File: config.mk
export PLATFORM = sky130hd
export DESIGN_NAME = int_wb_arbiter
export DESIGN_NICKNAME = d
export VERILOG_FILES = /design/src/rtl/int_wb_arbiter.sv
export SDC_FILE = /design/constraint.sdc
export NUM_CORES = 1
export LEC_CHECK = 0
export ABC_AREA = 1
export ABC_CLOCK_PERIOD_IN_PS = 4670
export CAP_MARGIN = 15
export CORE_UTILIZATION = 45
export DETAILED_ROUTE_END_ITERATION = 6
export MAX_ROUTING_LAYER = met4
export PLACE_DENSITY = 0.7
export SLEW_MARGIN = 25
export SYNTH_ARGS = -nofsm -noshare
export SYNTH_HDL_FRONTEND = slang
export SYNTH_SLANG_ARGS = --single-unit
File: constraint.sdc
create_clock -name clk -period 4.67 [get_ports clk]
set_clock_uncertainty 0.05 [all_clocks]
set_input_delay 0.7005 -clock clk [delete_from_list [all_inputs] [get_ports clk]]
set_output_delay 0.7005 -clock clk [all_outputs]
set_load 0.02 [all_outputs]
File: src/rtl/int_wb_arbiter.sv
// Integer writeback arbiter: per-FU one-entry holding slots, round-robin
// grant, registered single write port into the integer PRF.
//
// Ports:
//   clk, rst_n    clock, asynchronous active-low reset
//   src_valid     per-source result valid
//   src_ready     per-source accept (state-only, no path from src_valid)
//   src_rd_addr   packed dest preg, source k at [k*PREG_IDX_W +: PREG_IDX_W]
//   src_rd_data   packed result data, same packing
//   wb_we         registered PRF write enable, also the wakeup strobe
//   wb_addr       registered PRF write index / wakeup tag
//   wb_data       registered PRF write data
//   conflict_cnt  saturating count of cycles with two or more slots valid

`ifndef PREG_IDX_WIDTH
`define PREG_IDX_WIDTH 7
`endif
`ifndef DATA_WIDTH
`define DATA_WIDTH 32
`endif

module int_wb_arbiter #(
    parameter int NUM_SRC      = 3,
    parameter int PREG_IDX_W   = `PREG_IDX_WIDTH,
    parameter int DATA_W       = `DATA_WIDTH,
    parameter bit ZERO_PREG_EN = 1'b1,
    parameter int CNT_W        = 16
) (
    input  logic                          clk,
    input  logic                          rst_n,
    input  logic [NUM_SRC-1:0]            src_valid,
    output logic [NUM_SRC-1:0]            src_ready,
    input  logic [NUM_SRC*PREG_IDX_W-1:0] src_rd_addr,
    input  logic [NUM_SRC*DATA_W-1:0]     src_rd_data,
    output logic                          wb_we,
    output logic [PREG_IDX_W-1:0]         wb_addr,
    output logic [DATA_W-1:0]             wb_data,
    output logic [CNT_W-1:0]              conflict_cnt
);

    localparam int PTR_W = (NUM_SRC > 1) ? $clog2(NUM_SRC) : 1;
    localparam logic [PTR_W-1:0] LAST_IDX = PTR_W'(NUM_SRC - 1);

    logic [NUM_SRC-1:0]    slot_v;
    logic [PREG_IDX_W-1:0] slot_addr [NUM_SRC];
    logic [DATA_W-1:0]     slot_data [NUM_SRC];
    logic [PTR_W-1:0]      rr_ptr;

    logic [NUM_SRC-1:0]    grant;
    logic                  grant_any;
    logic [PTR_W-1:0]      grant_idx;
    logic [PREG_IDX_W-1:0] sel_addr;
    logic [DATA_W-1:0]     sel_data;
    logic [NUM_SRC-1:0]    accept;
    logic [NUM_SRC-1:0]    drop;
    logic                  conflict;

    // rr_ptr + offset, folded back into 0..NUM_SRC-1 without a divider.
    function automatic int wrap_idx(input int v);
        return (v >= NUM_SRC) ? v - NUM_SRC : v;
    endfunction

    // Scan slots starting at rr_ptr; the first valid one wins.
    always_comb begin
        grant     = '0;
        grant_any = 1'b0;
        grant_idx = '0;
        for (int i = 0; i < NUM_SRC; i++) begin
            for (int k = 0; k < NUM_SRC; k++) begin
                if (!grant_any && slot_v[k] &&
                    (k == wrap_idx(int'(rr_ptr) + i))) begin
                    grant[k]  = 1'b1;
                    grant_any = 1'b1;
                    grant_idx = PTR_W'(k);
                end
            end
        end
    end

    always_comb begin
        sel_addr = '0;
        sel_data = '0;
        for (int k = 0; k < NUM_SRC; k++) begin
            if (grant[k]) begin
                sel_addr = slot_addr[k];
                sel_data = slot_data[k];
            end
        end
    end

    // A granted slot drains this cycle, so it can take a new entry now.
    assign src_ready = ~slot_v | grant;

    always_comb begin
        accept = '0;
        drop   = '0;
        for (int k = 0; k < NUM_SRC; k++) begin
            accept[k] = src_valid[k] & src_ready[k];
            drop[k]   = ZERO_PREG_EN &&
                        (src_rd_addr[k*PREG_IDX_W +: PREG_IDX_W] == '0);
        end
    end

    assign conflict = ($countones(slot_v) > 1);

    // Dropped preg-0 results never occupy a slot; a grant without a
    // storing accept empties the slot.
    always_ff @(posedge clk or negedge rst_n) begin
        if (!rst_n) begin
            slot_v <= '0;
            for (int k = 0; k < NUM_SRC; k++) begin
                slot_addr[k] <= '0;
                slot_data[k] <= '0;
            end
        end else begin
            for (int k = 0; k < NUM_SRC; k++) begin
                if (accept[k] && !drop[k]) begin
                    slot_v[k]    <= 1'b1;
                    slot_addr[k] <= src_rd_addr[k*PREG_IDX_W +: PREG_IDX_W];
                    slot_data[k] <= src_rd_data[k*DATA_W +: DATA_W];
                end else if (grant[k]) begin
                    slot_v[k] <= 1'b0;
                end
            end
        end
    end

    always_ff @(posedge clk or negedge rst_n) begin
        if (!rst_n) begin
            rr_ptr <= '0;
        end else if (grant_any) begin
            rr_ptr <= (grant_idx == LAST_IDX) ? '0 : grant_idx + 1'b1;
        end
    end

    // Address/data hold on idle cycles; only wb_we marks a real write.
    always_ff @(posedge clk or negedge rst_n) begin
        if (!rst_n) begin
            wb_we   <= 1'b0;
            wb_addr <= '0;
            wb_data <= '0;
        end else begin
            wb_we <= grant_any;
            if (grant_any) begin
                wb_addr <= sel_addr;
                wb_data <= sel_data;
            end
        end
    end

    always_ff @(posedge clk or negedge rst_n) begin
        if (!rst_n) begin
            conflict_cnt <= '0;
        end else if (conflict && (conflict_cnt != '1)) begin
            conflict_cnt <= conflict_cnt + 1'b1;
        end
    end

endmodule
==> Word-level counts from Yosys, hierarchy flattened <==
Cells that the tools add are included.
{ "op_classes": {"n_addsub": 9, "n_reduce_logical": 41, "muxes": 41, "n_eq_ne": 8, "bitwise": 5, "order_cmp": 4} }
{ "op_table": {"columns": ["cell", "count"], "rows": [
  ["32-bit 2-to-1 mux", 6],
  ["2-bit by 32-bit equality test with 1-bit output, first input constant", 3],
  ["3-bit by 32-bit equality test with 1-bit output, first input constant", 3],
  ["32-bit zero test", 3],
  ["1-bit 2-to-1 mux", 24],
  ["1-bit logical AND", 21],
  ["7-bit zero test", 3],
  ["7-bit 2-to-1 mux", 3],
  ["16-bit by 1-bit adder with 16-bit output, second input constant", 1],
  ["2-bit 2-to-1 mux", 8],
  ["16-bit inequality test, second input constant", 1],
  ["1-bit zero test", 11],
  ["3-bit by 2-bit subtractor with 4-bit output, second input constant", 2],
  ["3-bit by 2-bit >= comparator with 1-bit output, second input constant", 2],
  ["2-bit nonzero test", 3],
  ["2-bit by 1-bit adder with 3-bit output", 1],
  ["2-bit by 1-bit adder with 3-bit output, second input constant", 1],
  ["2-bit by 2-bit adder with 3-bit output, second input constant", 1],
  ["1-bit bitwise AND", 3],
  ["3-bit by 1-bit greater-than comparator with 1-bit output, second input constant", 1],
  ["3-bit NOT", 1],
  ["3-bit OR", 1],
  ["2-bit by 2-bit subtractor with 3-bit output, second input constant", 1],
  ["1-bit by 1-bit adder with 2-bit output", 1],
  ["other kinds (3)", 3]
]} }
{ "word_totals": {"word_cells": 122, "inputBits": 122, "out_inout_bits": 59, "register_bits": 178} }

==> Longest topological paths before layout <==
{ "logic_depth": {"ltp_word": 41, "depth_mapped": 14, "ltp_nobuf": 12} }

==> Least setup slack after synthesis <==
OpenSTA, ideal clock, no wires.
{ "synth_path": {"kind": "register to output", "startpoint": "reg rr_ptr[0]", "endpoint": "out src_ready[2]", "n_path_buf": 1, "setup_slack_ns": 2.299, "t_arrival_ns": 1.621, "required_time_ns": 3.919, "path_stages_with_launch": 11, "path_cell_list": "dfrtp_1 inv_1 ha_1 nand2_1 nand2_1 nor2_1 nand4_1 nor2_2 nand3_1 nand3_2 buf_2"} }
{ "synth_between": {"elab_chain_len": 38, "elab_cells_between_ends": 57, "classes_between": "add/sub: 5; order compare: 3; eq/ne: 6; mux: 14; bitwise: 1; reduce/logical: 28"} }
{ "synth_rtl": {"columns": ["item", "line_no", "text"], "rows": [
  ["start, declared", "47", "logic [PTR_W-1:0] rr_ptr;"],
  ["start signal, assigned", "132", "rr_ptr <= (grant_idx == LAST_IDX) ? '0 : grant_idx + 1'b1;"],
  ["2-bit by 2-bit subtractor with 3-bit output or 2-bit >= comparator (tied branches)", "60", "return (v >= NUM_SRC) ? v - NUM_SRC : v;"],
  ["32-bit 2-to-1 mux", "60", null],
  ["32-bit zero test", "71", "(k == wrap_idx(int'(rr_ptr) + i))) begin"],
  ["1-bit logical AND", "70", "if (!grant_any && slot_v[k] &&"],
  ["1-bit 2-to-1 mux", "70", null],
  ["1-bit zero test", "70", null],
  ["1-bit logical AND (2 in a row)", "70", null],
  ["1-bit 2-to-1 mux", "70", null],
  ["(+19 left out)", null, null],
  ["1-bit 2-to-1 mux", "70", null],
  ["1-bit zero test", "70", null],
  ["1-bit logical AND (2 in a row)", "70", null],
  ["1-bit 2-to-1 mux", "70", null],
  ["1-bit zero test", "70", null],
  ["1-bit logical AND (2 in a row)", "70", null],
  ["1-bit 2-to-1 mux (*)", "70", null],
  ["3-bit OR (*)", "92", "assign src_ready = ~slot_v | grant;"],
  ["end, declared", "32", "output logic [NUM_SRC-1:0] src_ready,"]
]} }
Mark *: on every way between the ends. The rest lies on a longest branch, timed or not.

==> Worst setup path after layout <==
{ "layout_path": {"startpoint": "reg rr_ptr[0]", "endpoint": "out src_ready[1]"} }
{ "layout_between": {"elab_chain_len": 34, "elab_cells_between_ends": 52, "classes_between": "add/sub: 5; order compare: 3; eq/ne: 5; mux: 13; bitwise: 1; reduce/logical: 25"} }
{ "layout_rtl": {"columns": ["item", "line_no"], "rows": [
  ["2-bit by 2-bit subtractor with 3-bit output or 2-bit >= comparator (tied branches)", "60"],
  ["32-bit 2-to-1 mux", "60"],
  ["32-bit zero test", "71"],
  ["1-bit logical AND", "70"],
  ["1-bit 2-to-1 mux", "70"],
  ["1-bit zero test", "70"],
  ["1-bit logical AND (2 in a row)", "70"],
  ["1-bit 2-to-1 mux", "70"],
  ["(+15 left out)", null],
  ["1-bit 2-to-1 mux", "70"],
  ["1-bit zero test", "70"],
  ["1-bit logical AND (2 in a row)", "70"],
  ["1-bit 2-to-1 mux", "70"],
  ["1-bit zero test", "70"],
  ["1-bit logical AND (2 in a row)", "70"],
  ["1-bit 2-to-1 mux (*)", "70"],
  ["3-bit OR (*)", "92"]
]} }
Marked as above.

==> qor.csv <==
stage,metric,value,unit
layout,seq_area,4450,um2
pwr,p_comb_share,46.2,%
global_routing,grt_overflow_total,0,
floorplan,die_x,134,um
setup_path,cp.arrival,2.94,ns
synth,synth_largest_area_cell,dfrtp_1,
route,num_vias,6912,
sta,setup_viol,0,
synth,synth-compound-area-share,1.28,%
synth,syn_area,7840,um2
clock_network,post_cts_buffers,0,
clock_network,clock_sinks,178,
pwr,p_sw,3350,uW
clock_network,cts_buffers,17,
clock_network,cts_hold_buf,0,
synth,synthMuxAreaShare,0,%
run,drv_cap,0,
pwr,leakagePower,0.00497,uW
layout,fin_cells,1314,
sta,rsz0062_at_grt,no,
clock_network,ctsResizeCount,0,
clock_network,cts_buffer_depth,2,
sta,setup_tns,0,ns
synth,yosys_warnings,0,
setup_path,start_kind,flop,
pwr,powerDensity,750,nW/um2
pwr,seq_power_share,34.8,%
synth,synth_top_family_by_area,simple AND/OR/NAND/NOR gates,
synth,synth_xor_area_share,1.67,%
global_routing,grt_pass1_wl,35400,um
placement,io_buffers,180,
clock_network,clkLatencyLatePin,0.43,ns
route,drt_iter0_drc,501,
global_routing,antenna_found_initial,0,
layout,multiInputGateArea,3030,um2
sta,fin_crit_sh,79.0,%
floorplan,core,16800,um2
setup_path,required,3.92,ns
placement,placed_cells,1284,
placement,dpl.hpwl,13900,um
sta,clock.fmax,0.271,GHz
layout,drive_gt1_share,5.03,%
setup_path,crit_type,reg -> out,
sta,final_hold_viol_count,0,
pwr,p_clk_share,18.9,%
layout,final_util,61.6,%
synth,ys_top_cells_by_area,"dfrtp_1 (57%), nand2_1 (21%), nand4_1 (6.5%)",
run_status,status,"complete, no violations",
route,drt_wl_total,21600,um
synth,synthAdderAreaFrac,0.638,%
placement,gp_congestion,0.848,
synth,synth_ff_type,dfrtp_1,
sta,period_minus_slack,3.69,ns
pwr,ir_worst_vdd,0.553,mV
synth,synth_top_area_share,56.8,%
route,vias_per_cell,5.26,
floorplan,dieArea,18000,um2
pwr,p_int,4410,uW
clock_network,h-tree-depth,4,
synth,synthArstFlopShare,100,%
route,post-route-drc-count,0,
synth,synth-edff-count,0,
synth,synth-seq-area-share,56.8,%
setup_path,cp_max_fo,23,
pwr,netSwitchingFraction,43.2,%
synth,synth-seq-cells,178,
global_routing,grt_pass1_vias,6982,
floorplan,start_util,46.6,%
synth,synth_cell_types,25,
synth,ys_top_cells_by_count,"nand2_1 (437), dfrtp_1 (178), nand3_1 (83)",
synth,synthSimpleGateAreaFrac,34.6,%
route,ant_nets,0,
layout,fin_nets,1209,
route,routedWlPerCell,16.5,um
sta,worst_pin_slew,1.00,ns
sta,slew_headroom,33.3,%
layout,antennaDiodeCount,0,
sta,drv_slew,0,
synth,syn_inst,930,
clock_network,cts-root-buf,clkbuf_16,
global_routing,grt_usage,26.4,%
synth,syn_area_per_cell,8.43,um2
route,drtPass1Iterations,4,
setup_path,cp-end-kind,output port,
layout,fillCellCount,1516,
hold_path,hold_path.class,in -> async,
synth,synthMostInstantiatedCell,nand2_1,
clock_network,cts_tree,done,
floorplan,io-pin-count,181,
synth,synth_nets,1056,
layout,area_growth,32.0,%
floorplan,rows,47,
clock_network,cts.clk_slew.worst_paths,0.06,ns
global_routing,grt_max_degree,98,
floorplan,fp.dieH,134,um
[layer usage]
layer	vias to the layer above	wire, um	GRT usage, %
met5	-	0	-
met4	0	543	10.5
met3	42	1090	4.76
met2	219	10400	40.8
met1	3318	9610	34.7
li1	3333	-	-
[layout by cell type (no fill, tap or decap), types with 2 or more instances in the layout]
cell / instances
a21oi_1: 2
buf_4: 9
bufinv_16: 3
clkbuf_16: 17
clkbuf_8: 4
clkdlybuf4s50_1: 178
clkinv_2: 3
clkinvlp_4: 2
dfrtp_1: 178
ha_1: 4
inv_1: 26
inv_2: 2
nand2_1: 434
nand2_2: 3
nand3_1: 82
nand3_2: 4
nand4_1: 82
nor2_1: 15
nor2_2: 2
nor3_1: 6
nor4_1: 2
o21ai_0: 12
xnor2_1: 7
xor2_1: 8
[metrics by stage]
step                setup slack (ns)  hold WS (ns)  power [uW]  cell area [um2]
CTS                            0.978         0.345        7840            10400
finish                         0.980         0.275        7770            10400
global route                   0.770         0.375        8360            10400
global placement                1.50         0.404        6240             9740
floorplan                       2.30         0.355        5070             7840
detailed placement              1.45         0.408        6330             9740
[critical path, stage by stage (launching register included)]
cell             delay [ns]
dfrtp_1                0.35
inv_1                  0.06
ha_1                   0.33
nand2_1                0.13
nand2_1                0.06
nor2_1                 0.12
nand4_1                0.11
nor2_2                 0.16
nand2_1                0.10
nand3_2                0.39
clkdlybuf4s50_1        0.70
[area by class of cell]
class / count / area share, %
clock buffer: 21 / 4.64
clock inverter: 9 / 1.24
inverter: 28 / 1.01
multi-input combinational: 668 / 29.2
sequential: 178 / 43.0
tap: 220 / 2.66
timing repair buffer: 190 / 18.2
[registers in the layout, summed over array words and instances (netlist names)]
name,cells
wb_addr,7
slot_data,96
rr_ptr,2
conflict_cnt,16
wb_data,32
slot_v,3
slot_addr,21
wb_we,1
[power by group through the flow]
stage	Combinational [uW]	Sequential (uW)	Clock, uW
after detailed placement	3630	2700	0
after floorplan	2230	2830	0
after global routing	4010	2790	1560
final	3590	2710	1470
after CTS	3640	2700	1500
after global placement	3530	2710	0
[kinds of logic after synthesis]
group                      after synthesis
DFF                                    178
buffers and inverters                   84
and+or+nand+nor                        631
xor gates and xnor gates                15
AOI/OAI and AO/OA                       18
adders and majority gates                4
[final timing paths]
check,slack (ns),from,to,depth (start not counted)
setup / recovery,0.98,rr_ptr[0]$_DFFE_PN0P_,src_ready[1],10
hold / removal,0.27,rst_n,conflict_cnt[6]$_DFFE_PN0P_,1
setup reg to reg,1.44,rr_ptr[0]$_DFFE_PN0P_,slot_data[40]$_DFFE_PN0P_,12
hold reg to reg,0.42,slot_data[6]$_DFFE_PN0P_,slot_data[6]$_DFFE_PN0P_,2
max in group asynchronous,3.38,rst_n,slot_data[16]$_DFFE_PN0P_,2
min in group clk,0.42,slot_data[6]$_DFFE_PN0P_,slot_data[6]$_DFFE_PN0P_,2
Power figures use the tool's default switching activity.
